File: config.mk
export PLATFORM = sky130hd
export DESIGN_NAME = alu_issue_queue
export DESIGN_NICKNAME = d
export VERILOG_FILES = /design/src/rtl/alu_issue_queue.sv
export SDC_FILE = /design/constraint.sdc
export NUM_CORES = 1
export LEC_CHECK = 0
export ABC_AREA = 1
export CAP_MARGIN = 20
export CORE_MARGIN = 1.5
export CORE_UTILIZATION = 35
export CTS_BUF_LIST = sky130_fd_sc_hd__clkbuf_4 sky130_fd_sc_hd__clkbuf_8 sky130_fd_sc_hd__clkbuf_16
export DETAILED_ROUTE_END_ITERATION = 7
export GPL_TIMING_DRIVEN = 0
export PLACE_DENSITY = 0.6
export SYNTH_ARGS = -nofsm -noshare
export SYNTH_HDL_FRONTEND = slang
export SYNTH_SLANG_ARGS = --single-unit
File: constraint.sdc
create_clock -name clk_in -period 9.9 [get_ports clk_in]
set_clock_uncertainty 0.15 [all_clocks]
set_input_delay 2.97 -clock clk_in [delete_from_list [all_inputs] [get_ports clk_in]]
set_output_delay 2.97 -clock clk_in [all_outputs]
set_load 0.01 [all_outputs]
File: src/rtl/alu_issue_queue.sv
// In-order ALU issue queue: buffers ROB issue packets in a FIFO and presents one
// per cycle to the ALU. Optional macro ALU_IQ_BYPASS_EN: empty-queue bypass to the output.
package alu_iq_pkg;
    typedef struct packed {
        logic        valid;
        logic [3:0]  opcode;
        logic [5:0]  dest_reg_phys;
        logic [4:0]  rob_tag;
        logic [31:0] src_a;
        logic [31:0] src_b;
    } rob_issue;
endpackage

module alu_issue_queue
    import alu_iq_pkg::*;
#(
    parameter int DEPTH = 4
) (
    input  logic                       clk_in,
    input  logic                       rst_in,
    input  logic                       flush_in,
    input  rob_issue                   rob_insn_in,
    output logic                       in_ready_out,
    input  logic                       alu_ready_in,
    output rob_issue                   alu_insn_out,
    output logic [$clog2(DEPTH+1)-1:0] count_out
);
    localparam int PW = (DEPTH > 1) ? $clog2(DEPTH) : 1;
    localparam int CW = $clog2(DEPTH + 1);

    rob_issue        mem [DEPTH];
    logic [PW-1:0]   head;
    logic [PW-1:0]   tail;
    logic [CW-1:0]   count;
    logic            enq;
    logic            pop;
    logic            byp;
    logic            wr;
    rob_issue        issue_pkt;

    // Readiness depends only on the registered count, so a pop never frees a slot early.
    assign in_ready_out = ~rst_in & (count < CW'(DEPTH));
    assign enq          = rob_insn_in.valid & in_ready_out & ~flush_in;
    assign pop          = ~flush_in & alu_ready_in & (count != '0);
`ifdef ALU_IQ_BYPASS_EN
    assign byp          = ~flush_in & enq & alu_ready_in & (count == '0);
`else
    assign byp          = 1'b0;
`endif
    assign wr           = enq & ~byp;
    assign count_out    = count;

    always_comb begin
        issue_pkt       = byp ? rob_insn_in : mem[head];
        issue_pkt.valid = 1'b1;
    end

    always_ff @(posedge clk_in) begin
        if (wr) begin
            mem[tail] <= rob_insn_in;
        end
    end

    always_ff @(posedge clk_in or posedge rst_in) begin
        if (rst_in) begin
            head         <= '0;
            tail         <= '0;
            count        <= '0;
            alu_insn_out <= '0;
        end else if (flush_in) begin
            head               <= '0;
            tail               <= '0;
            count              <= '0;
            alu_insn_out.valid <= 1'b0;
        end else begin
            if (wr) begin
                tail <= tail + PW'(1);
            end
            if (pop) begin
                head <= head + PW'(1);
            end
            // Payload is only meaningful while valid, so it is left stale otherwise.
            if (pop || byp) begin
                alu_insn_out <= issue_pkt;
            end else begin
                alu_insn_out.valid <= 1'b0;
            end
            count <= count + CW'(wr) - CW'(pop);
        end
    end
endmodule

## Word-level counts from Yosys, hierarchy flattened

Memories as Yosys holds them, arrays and structs flattened. A register that Yosys moved wholly into a read port is not among the register bits.
Cells that the tools add are included.

| operators by class | value |
|---|---|
| add/sub/neg operators | 4 |
| $lt $le $gt $ge | 1 |
| muxes and demuxes | 9 |
| bitwise operators | 7 |
| reduce and logical (&&, ||, !) cells | 4 |

Operators by type and width:

| cell | count |
|---|---|
| 2-to-1 mux 2 bit | 4 |
| AND 1 bit | 5 |
| adder 2 x 1 -> 2 bit, second input constant | 2 |
| 2-to-1 mux 1 bit | 4 |
| nonzero test 2 bit | 2 |
| adder 3 x 1 -> 3 bit | 1 |
| < comparator 3 bit, second input constant | 1 |
| 2-to-1 mux 3 bit | 1 |
| nonzero test 3 bit | 1 |
| subtractor 3 x 1 -> 3 bit | 1 |
| inverter 1 bit | 2 |
| AND reduction 2 bit | 1 |

| word-level totals | value |
|---|---|
| register bits | 8 |
| memory bits (writable) | 320 |
| bits of input ports | 84 |
| output and inout port bits | 84 |
| logic and storage cells | 30 |
| memories kept | 1 |

Memories:

| name | words | bits a word | read ports | clocked after memory_dff | wr ports | RTL line | RTL |
|---|---|---|---|---|---|---|---|
| mem | 4 | 80 | 1 | 1 | 1 | 31 | `rob_issue mem [DEPTH];` |

## Longest topological paths before layout

Gate-level depths: netlist of run 1.

| logic depth | value |
|---|---|
| word-level depth | 7 |
| mapped depth | 13 |
| mapped depth without buffers | 12 |

## Least setup slack after synthesis of run 1

Ideal clock, no wire load.

| timing | value |
|---|---|
| path type | input to register |
| start | input rst_in |
| end | memory mem[0][0] in the netlist's numbering, enable pin |
| library setup time | 0.517 ns |
| arrival | 6.833 ns |
| data required time | 9.233 ns |
| setup slack | 2.400 ns |
| stages on the path | 5 |
| path buffers | 0 |
| cell sequence | nor2_1 -> nand2_1 -> nor2_1 -> inv_1 -> nor2_1 |

| on the way | value |
|---|---|
| longest elaborated chain between the ends | 6 |

Ends and longest elaborated chain:

| item | RTL line | RTL |
|---|---|---|
| start, declared | 20 | `input logic rst_in,` |
| inverter 1 bit | 42 | `assign in_ready_out = ~rst_in & (count < CW'(DEPTH));` |
| AND 1 bit | 42 |  |
| AND 1 bit (2 in series) | 43 | `assign enq = rob_insn_in.valid & in_ready_out & ~flush_in;` |
| 2-to-1 mux 1 bit | 59 | `if (wr) begin` |
| 2-to-1 mux 1 bit (implied by the code) | 60 | `mem[tail] <= rob_insn_in;` |
| end, declared | 31 |  |

Every way passes these cells.

## Final worst setup path of run 1

| timing | value |
|---|---|
| start | input rst_in |
| end | output in_ready_out |

| on the way | value |
|---|---|
| longest elaborated chain between the ends | 2 |

Ends and longest elaborated chain:

| item | RTL line | RTL |
|---|---|---|
| inverter 1 bit | 42 |  |
| AND 1 bit | 42 |  |
| end, declared | 23 | `output logic in_ready_out,` |

Every way passes these cells.

==> metrics.md, run 1 <==
| Metric | Value |
|---|---|
| # resized after CTS | 0 |
| Die area | roughly 50000 µm² |
| Layout area overhead | 25.4% |
| Postcts setup bufs | 0 |
| Int Power | between 3000 and 4000 µW |
| VDD IR max | between 150 and 200 µV |
| Starting Density | a little over a third |
| Vias per cell | approximately 4.4 |
| Cell taking the most area after synthesis | edfxtp_1 |
| Final-report max-slew violation count | 0 |
| Port bufs | between 150 and 200 |
| Multi-input logic area | between 3000 and 4000 µm² |
| PwrDens | approximately 240 nW/µm² |
| CP Launch Type | input pin |
| Run status | finished clean |
| Antenna violations before repair | 5 |
| Htree depth | 2 |
| Number of inserted diodes | 0 |
| IO Count | approximately 170 |
| Wire per inst | 16.5 µm |
| Clock power share | between 30% and 40% |
| Synth Area in Compound Gates | less than 1% |
| Largest net degree at the start of global routing | between 50 and 60 |
| Mapped Area | 16700 µm² |
| M2 GR Usage | 29.4% |
| Dpl hpwl | between 20000 and 30000 µm |
| Logic pwr share | a little over a quarter |
| Net switching power | about 1500 µW |
| Core ar. | ~47000 µm² |
| Min Tclk post-route | between 7000 and 8000 ps |
| Die Wd | 222 µm |
| Largest family of logic cells by synthesized area | simple AND/OR/NAND/NOR gates |
| GPL Wtd Cong | 0.763 |
| Setup violators final | 0 |
| Place WS | roughly 2700 ps |
| RSZ-0062 raised after global routing | no |
| Share of cells above drive strength 1 | about 8.5% |
| DRC violations left | 0 |
| DRT Pass-1 Iters | 5 |
| Required time worst endpoint | about 6800 ps |
| Static Leak | 0.00958 µW |
| CTS clk-pin slew, worst paths | ~60 ps |
| XOR/XNOR share of the synthesized area | less than 1% |
| CTS tree | built |
| Synth Warn # | 0 |
| Final period util | 73.1% |
| Synth Area in Adders | less than 1% |
| Distinct cells, synth | 17 |
| Seq cells post-synth | roughly 400 |
| Fill cell count | ~4.4k |
| Reg area | between 10000 and 15000 µm² |
| Post-Syn Instances | around 1.6k |
| Hold buffers post-CTS | 0 |
| Final antenna-violating net count | 0 |
| WP data arrival | approximately 4000 ps |
| Hold Path Class | reg2reg |
| Slew @ Worst Pin | 966 ps |
| First DRT Iteration DRCs | approximately 590 |
| Met3 Use GR | under 10% |
| Via count | ~11k |
| Relative slew slack | around 35% |
| Clk sinks | approximately 400 |
| Max Cap Viol | 0 |
| Grt peak-use layer | met2 |
| Die extent in y | roughly 220 µm |
| Root Buffer Master | clkbuf_16 |
| Vias in the first global route | around 11k |
| Sw Ratio | just under 30% |
| Post-Synth Simple-Gate Area | 19.6% |
| Post-synth net total | 1727 |
| Area after DPL | between 15000 and 20000 µm² |
| Final WL | 41400 µm |
| Seq/Total Area, Yosys | between 60% and 70% |
| Avg Synthesized Cell Area | 10.2 µm² |
| Total GRT Usage | approximately 17% |
| Finished Cell Area | 21000 µm² |
| Post-route worst setup slack | roughly 2700 ps |
| Grt ovf | 0 |
| Flop pwr share | 41.2% |
| Num CTS Buffers | 43 |
| Element type at the critical path end | output pin |
| Clk buf depth | 3 |
| Row Count | just under 80 |
| Global-route wire length before repair | between 60000 and 70000 µm |
| CP max FO | 2 |
| Synth top area cells | edfxtp_1, nand2_1, dfrtp_1 |
| Crit path kind | in2out |
| Final Hold Fails | 0 |
| Clk_lat worst skew | approximately 570 ps |
| Fmax | about 140 MHz |
| Number of nets in the layout | between 1.5k and 2k |
| Yosys top cell area share | a little under three fifths |
| M1 GR Usage | between 20% and 30% |
| Post-synthesis mux area share | 0% |
[per-layer routing]
metal | vias to the layer above | share of wire [%]
met5 | - | 0.089
met1 | 5260 | 43
met4 | 6 | 2.5
li1 | 5513 | -
met3 | 73 | 5.7
met2 | 254 | 48
[sequential cells by signal (all words and copies together) (netlist names)]
register and flops:
tail 2, head 2, mem 316, alu_insn_out 80, count_out 3
[per-stage QoR]
step	TNS [ps]	cells	util [%]	hold slack, ps	power [µW]
global placement	-362330	2411	40.9	312	3520
finish	0	2505	44.8	323	5130
detailed placement	0	2425	41.7	314	3540
floorplan	0	1637	-	365	2870
CTS	0	2505	44.8	331	5210
global route	0	2505	44.8	346	5410
[synthesized netlist by cell type]
cell type    n
xor2_1       1
dfrtp_1     87
nand3_1    161
ha_1         5
inv_4        2
buf_6       13
edfxtp_1   316
buf_4        6
nor2_1      14
inv_2        1
fa_1         1
nand2_1    646
buf_1        2
o21ai_0      2
clkbuf_1     7
buf_2       41
inv_1      332
[cell type report]
class	count	share of cell area (%)
flip-flops and latches	403	55.5
multi-input cells	830	16.3
repair buffers	181	9.47
plain buffers	69	2.05
clock inverters	8	0.524
well taps	607	3.62
clock buffers	72	6.51
inverters	335	6.02
[power by group through the flow]
| stage | Combinational [µW] | Sequential, µW | Clock [µW] |
|---|---|---|---|
| final | 1370 | 2110 | 1650 |
| after global routing | 1520 | 2140 | 1750 |
| after CTS | 1400 | 2120 | 1690 |
| after detailed placement | 1390 | 2150 | 0 |
| after global placement | 1370 | 2150 | 0 |
| after floorplan | 656 | 2220 | 0 |
[kinds of logic after synthesis]
kind of cell,after synthesis
compound gates,2
flops,403
buf+inv,404
simple gates,821
fa+ha+maj,6
xor+xnor,1
[critical path, cell delays in order]
cell	delay, ps
clkdlybuf4s50_1	470
nor2_1	140
clkdlybuf4s50_1	550
[placed cells by master, fill, tap and decap left out, drive strengths merged]
cell             n
xor2             1
o21ai            2
fa               1
edfxtp         316
dfrtp           87
nand3          161
bufinv           2
nand2          646
nor2            14
buf             76
clkdlybuf4s50  167
clkbuf          79
inv            336
clkinvlp         1
ha               5
clkinv           4
[final timing paths]
kind                       slack (ps)                         from                            to  cells after the start
hold / removal                    320  alu_insn_out[9]$_DFFE_PP0P_   alu_insn_out[9]$_DFFE_PP0P_                      2
hold reg to reg                   320  alu_insn_out[9]$_DFFE_PP0P_   alu_insn_out[9]$_DFFE_PP0P_                      2
setup reg to reg                 7070       count_out[2]$_DFF_PP0_          mem[0][65]$_DFFE_PP_                      7
min in group asynchronous        2690                       rst_in  alu_insn_out[10]$_DFFE_PP0P_                      2
setup / recovery                 2660                       rst_in                  in_ready_out                      3
max in group asynchronous        6230                       rst_in  alu_insn_out[50]$_DFFE_PP0P_                      3
(Power assumes the default switching activity.)
==> run 2, diff against run 1 <==
--- a/config.mk
+++ b/config.mk
@@ -12,7 +12,7 @@
 export CTS_BUF_LIST = sky130_fd_sc_hd__clkbuf_4 sky130_fd_sc_hd__clkbuf_8 sky130_fd_sc_hd__clkbuf_16
 export DETAILED_ROUTE_END_ITERATION = 7
 export GPL_TIMING_DRIVEN = 0
-export PLACE_DENSITY = 0.6
+export PLACE_DENSITY = 0.62
 export SYNTH_ARGS = -nofsm -noshare
 export SYNTH_HDL_FRONTEND = slang
 export SYNTH_SLANG_ARGS = --single-unit
==> constraint.sdc (replaced) <==
create_clock -name clk_in -period 5.95 [get_ports clk_in]
set_clock_uncertainty 0.15 [all_clocks]
set_input_delay 1.785 -clock clk_in [delete_from_list [all_inputs] [get_ports clk_in]]
set_output_delay 1.785 -clock clk_in [all_outputs]
set_load 0.01 [all_outputs]
==> run 2 against run 1 <==
Against the previous run: die area did not move; critical path depth did not move; largest power group unchanged; clock power rose by 72%; sequential power rose by 67%; combinational power rose by 66%; sequential cell count did not move; final cell count rose by 0.24%; non-clock buffer count fell by 1.
==> metrics.md, run 2 (same netlist as run 1, synthesis figures left out) <==
| Metric | Value |
|---|---|
| Max Cap Viol | 0 (unchanged) |
| R2R Path Start | count_out[2]$_DFF_PP0_ |
| PwrDens | 411 nW/µm² (+68%) |
| IO Count | 168 (unchanged) |
| Relative slew slack | 58.2% (+23 points) |
| CP cell instances | clkdlybuf4s50_1 -> nor2_1 -> clkdlybuf4s50_1 |
| Finished Cell Area | 21000 µm² (about the same) |
| Post-Place Cells | 2424 (-0.041%) |
| Slew @ Worst Pin | 626 ps (-340 ps) |
| Pwr Total | 8640 µW (+68%) |
| Hold Path Class | reg2reg |
| Wire per inst | 16.5 µm (-0.31%) |
| Place WS | 1070 ps (-1590 ps) |
| Antenna violations before repair | 4 (-1) |
| CP most frequent cell | clkdlybuf4s50_1 |
| Die extent in y | 222 µm (unchanged) |
| Required time worst endpoint | 4010 ps (-2770 ps) |
| Global-route wire length before repair | 63200 µm (-1.6%) |
| CTS clk-pin slew, worst paths | 60 ps (about the same) |
| Area after DPL | 19500 µm² (-0.26%) |
| Setup_tns | 0 ps (unchanged) |
| Htree depth | 2 (unchanged) |
| DRT Pass-1 Iters | 5 (unchanged) |
| Die area | 49200 µm² (unchanged) |
| Core ar. | 46900 µm² (unchanged) |
| Dpl hpwl | 26900 µm (+0.50%) |
| Run status | finished clean |
| Detail Route met3 WL | 2170 µm (-7.8%) |
| CTS tree | built |
| CP Launch Type | input pin |
| Postcts setup bufs | 0 (unchanged) |
| Hold buffers post-CTS | 0 (unchanged) |
| Element type at the critical path end | output pin |
| Fmax | roughly 210 MHz |
| DRC violations left | 0 (unchanged) |
| RSZ-0062 raised after global routing | no |
| Total GRT Usage | 17.0% (-0.15 points) |
| Largest net degree at the start of global routing | 50 (-3.8%) |
| Biggest register | mem |
| Setup violators final | 0 (unchanged) |
| Post-route worst setup slack | 1080 ps (-1580 ps) |
| Final WL | 41300 µm (about the same) |
| Vias per cell | 4.44 (about the same) |
| Share of cells above drive strength 1 | 8.36% (-0.12 points) |
| Final Hold Fails | 0 (unchanged) |
| Vias in the first global route | 11.1k (-0.82%) |
| Final antenna-violating net count | 0 (unchanged) |
| Worst Hold End | alu_insn_out[25]$_DFFE_PP0P_ |
| Via count | 11.1k (+0.32%) |
| Clk buf depth | 3 (unchanged) |
| VDD IR max | 216 µV (+43%) |
| Worst R2R Path Depth | 7 (unchanged) |
| GPL Wtd Cong | 0.766 (+0.41%) |
| Number of nets in the layout | 1954 (+0.051%) |
| Largest register FFs | 316 (unchanged) |
| Clk_lat worst skew | 570 ps (about the same) |
| Hold depth | 2 (unchanged) |
| Max incr delay on CP | 550 ps (about the same) |
| Commonest cells after routing, fill and taps aside | nand2_1, inv_1, edfxtp_1, clkdlybuf4s50_1, nand3_1 |
| R2R Setup Slk | 3370 ps (-3700 ps) |
| RR Endpoint | mem[1][59]$_DFFE_PP_ |
| CP max FO | 2 (unchanged) |
| Min Tclk post-route | between 4000 and 5000 ps |
| Port bufs | 167 (unchanged) |
| Worst Hold Launch | alu_insn_out[25]$_DFFE_PP0P_ |
| Row Count | 79 (unchanged) |
| Non-Filler Instances | 2511 (+0.24%) |
| Met2 wire length | 20300 µm (+1.1%) |
| # resized after CTS | 0 (unchanged) |
| Top Layer Used | met5 |
| Slowest stage cell, crit path | clkdlybuf4s50_1 |
| First DRT Iteration DRCs | 626 (+6.6%) |
| Commonest non-fill, non-tap cell in the layout | nand2_1 |
| Num CTS Buffers | 45 (+4.7%) |
| Die Wd | 222 µm (unchanged) |
| Static Leak | 0.00959 µW (about the same) |
| Layout area overhead | 25.5% (about the same) |
| Grt ovf | 0 (unchanged) |
| Final period util | between 80% and 90% |
| Root Buffer Master | clkbuf_16 |
| Final-report max-slew violation count | 0 (unchanged) |
| Crit path kind | in2out |
| Starting Density | 35.7% (unchanged) |
| WP data arrival | 2940 ps (-1180 ps) |
| Wl on met1 | 18100 µm (+1.4%) |
| Clk sinks | 403 (unchanged) |
run 2: changes by cell type in the layout (fill, tap and decap cells not counted), moves of 3 or more:
cell / change
clkinv_2: +9
clkbuf_16: +3
clkbuf_4: -9
buf_16: -4
clkbuf_8: -6
diode_2: +3
clkinv_1: +5
buf_12: +3
bufinv_16: +3
run 2: worst max-delay path by stage:
stage,from,endpoint,depth (start not counted)
2_1_floorplan,rst_in,mem[0][0]$_DFFE_PP_,5
4_1_cts,rst_in,in_ready_out,3
5_1_grt,rst_in,in_ready_out,3
3_5_place_dp,rst_in,in_ready_out,3
3_3_place_gp,rst_in,mem[1][65]$_DFFE_PP_,6
6_report,rst_in,in_ready_out,3
run 2: final cells by class:
cell class / instances / area [µm²]
tap: 607 / 759
sequential: 403 / 11700
multi-input combinational: 830 / 3410
inverter: 335 / 1260
antenna: 3 / 7.51
clock inverter: 24 / 246
buffer: 69 / 430
timing repair buffer: 180 / 1940
clock buffer: 60 / 1290
fill: 4321 / 25800
run 2: worst max-delay path, delay by kind of cell:
kind | cells | cell delay (ps)
AND/OR/NAND/NOR | 1 | 140
buffers and inverters | 2 | 1010
run 2: metrics by stage:
stage,utilization [%],hold slack (ps)
4_1_cts,44.9,330
3_3_place_gp,40.9,311
6_report,44.9,324
2_1_floorplan,-,365
3_5_place_dp,41.6,314
5_1_grt,44.9,344
run 2: layer usage:
metal	GRT usage, %	vias up
met1	21.5	5288
met3	3.99	62
li1	-	5525
met5	0	-
met2	29.0	260
met4	4.88	6
run 2: power by group:
part           internal [µW]  switching [µW]  total [µW]
combinational            962            1310        2270
clock                   1740            1100        2840
sequential              3360             165        3530
total                   6070            2570        8640
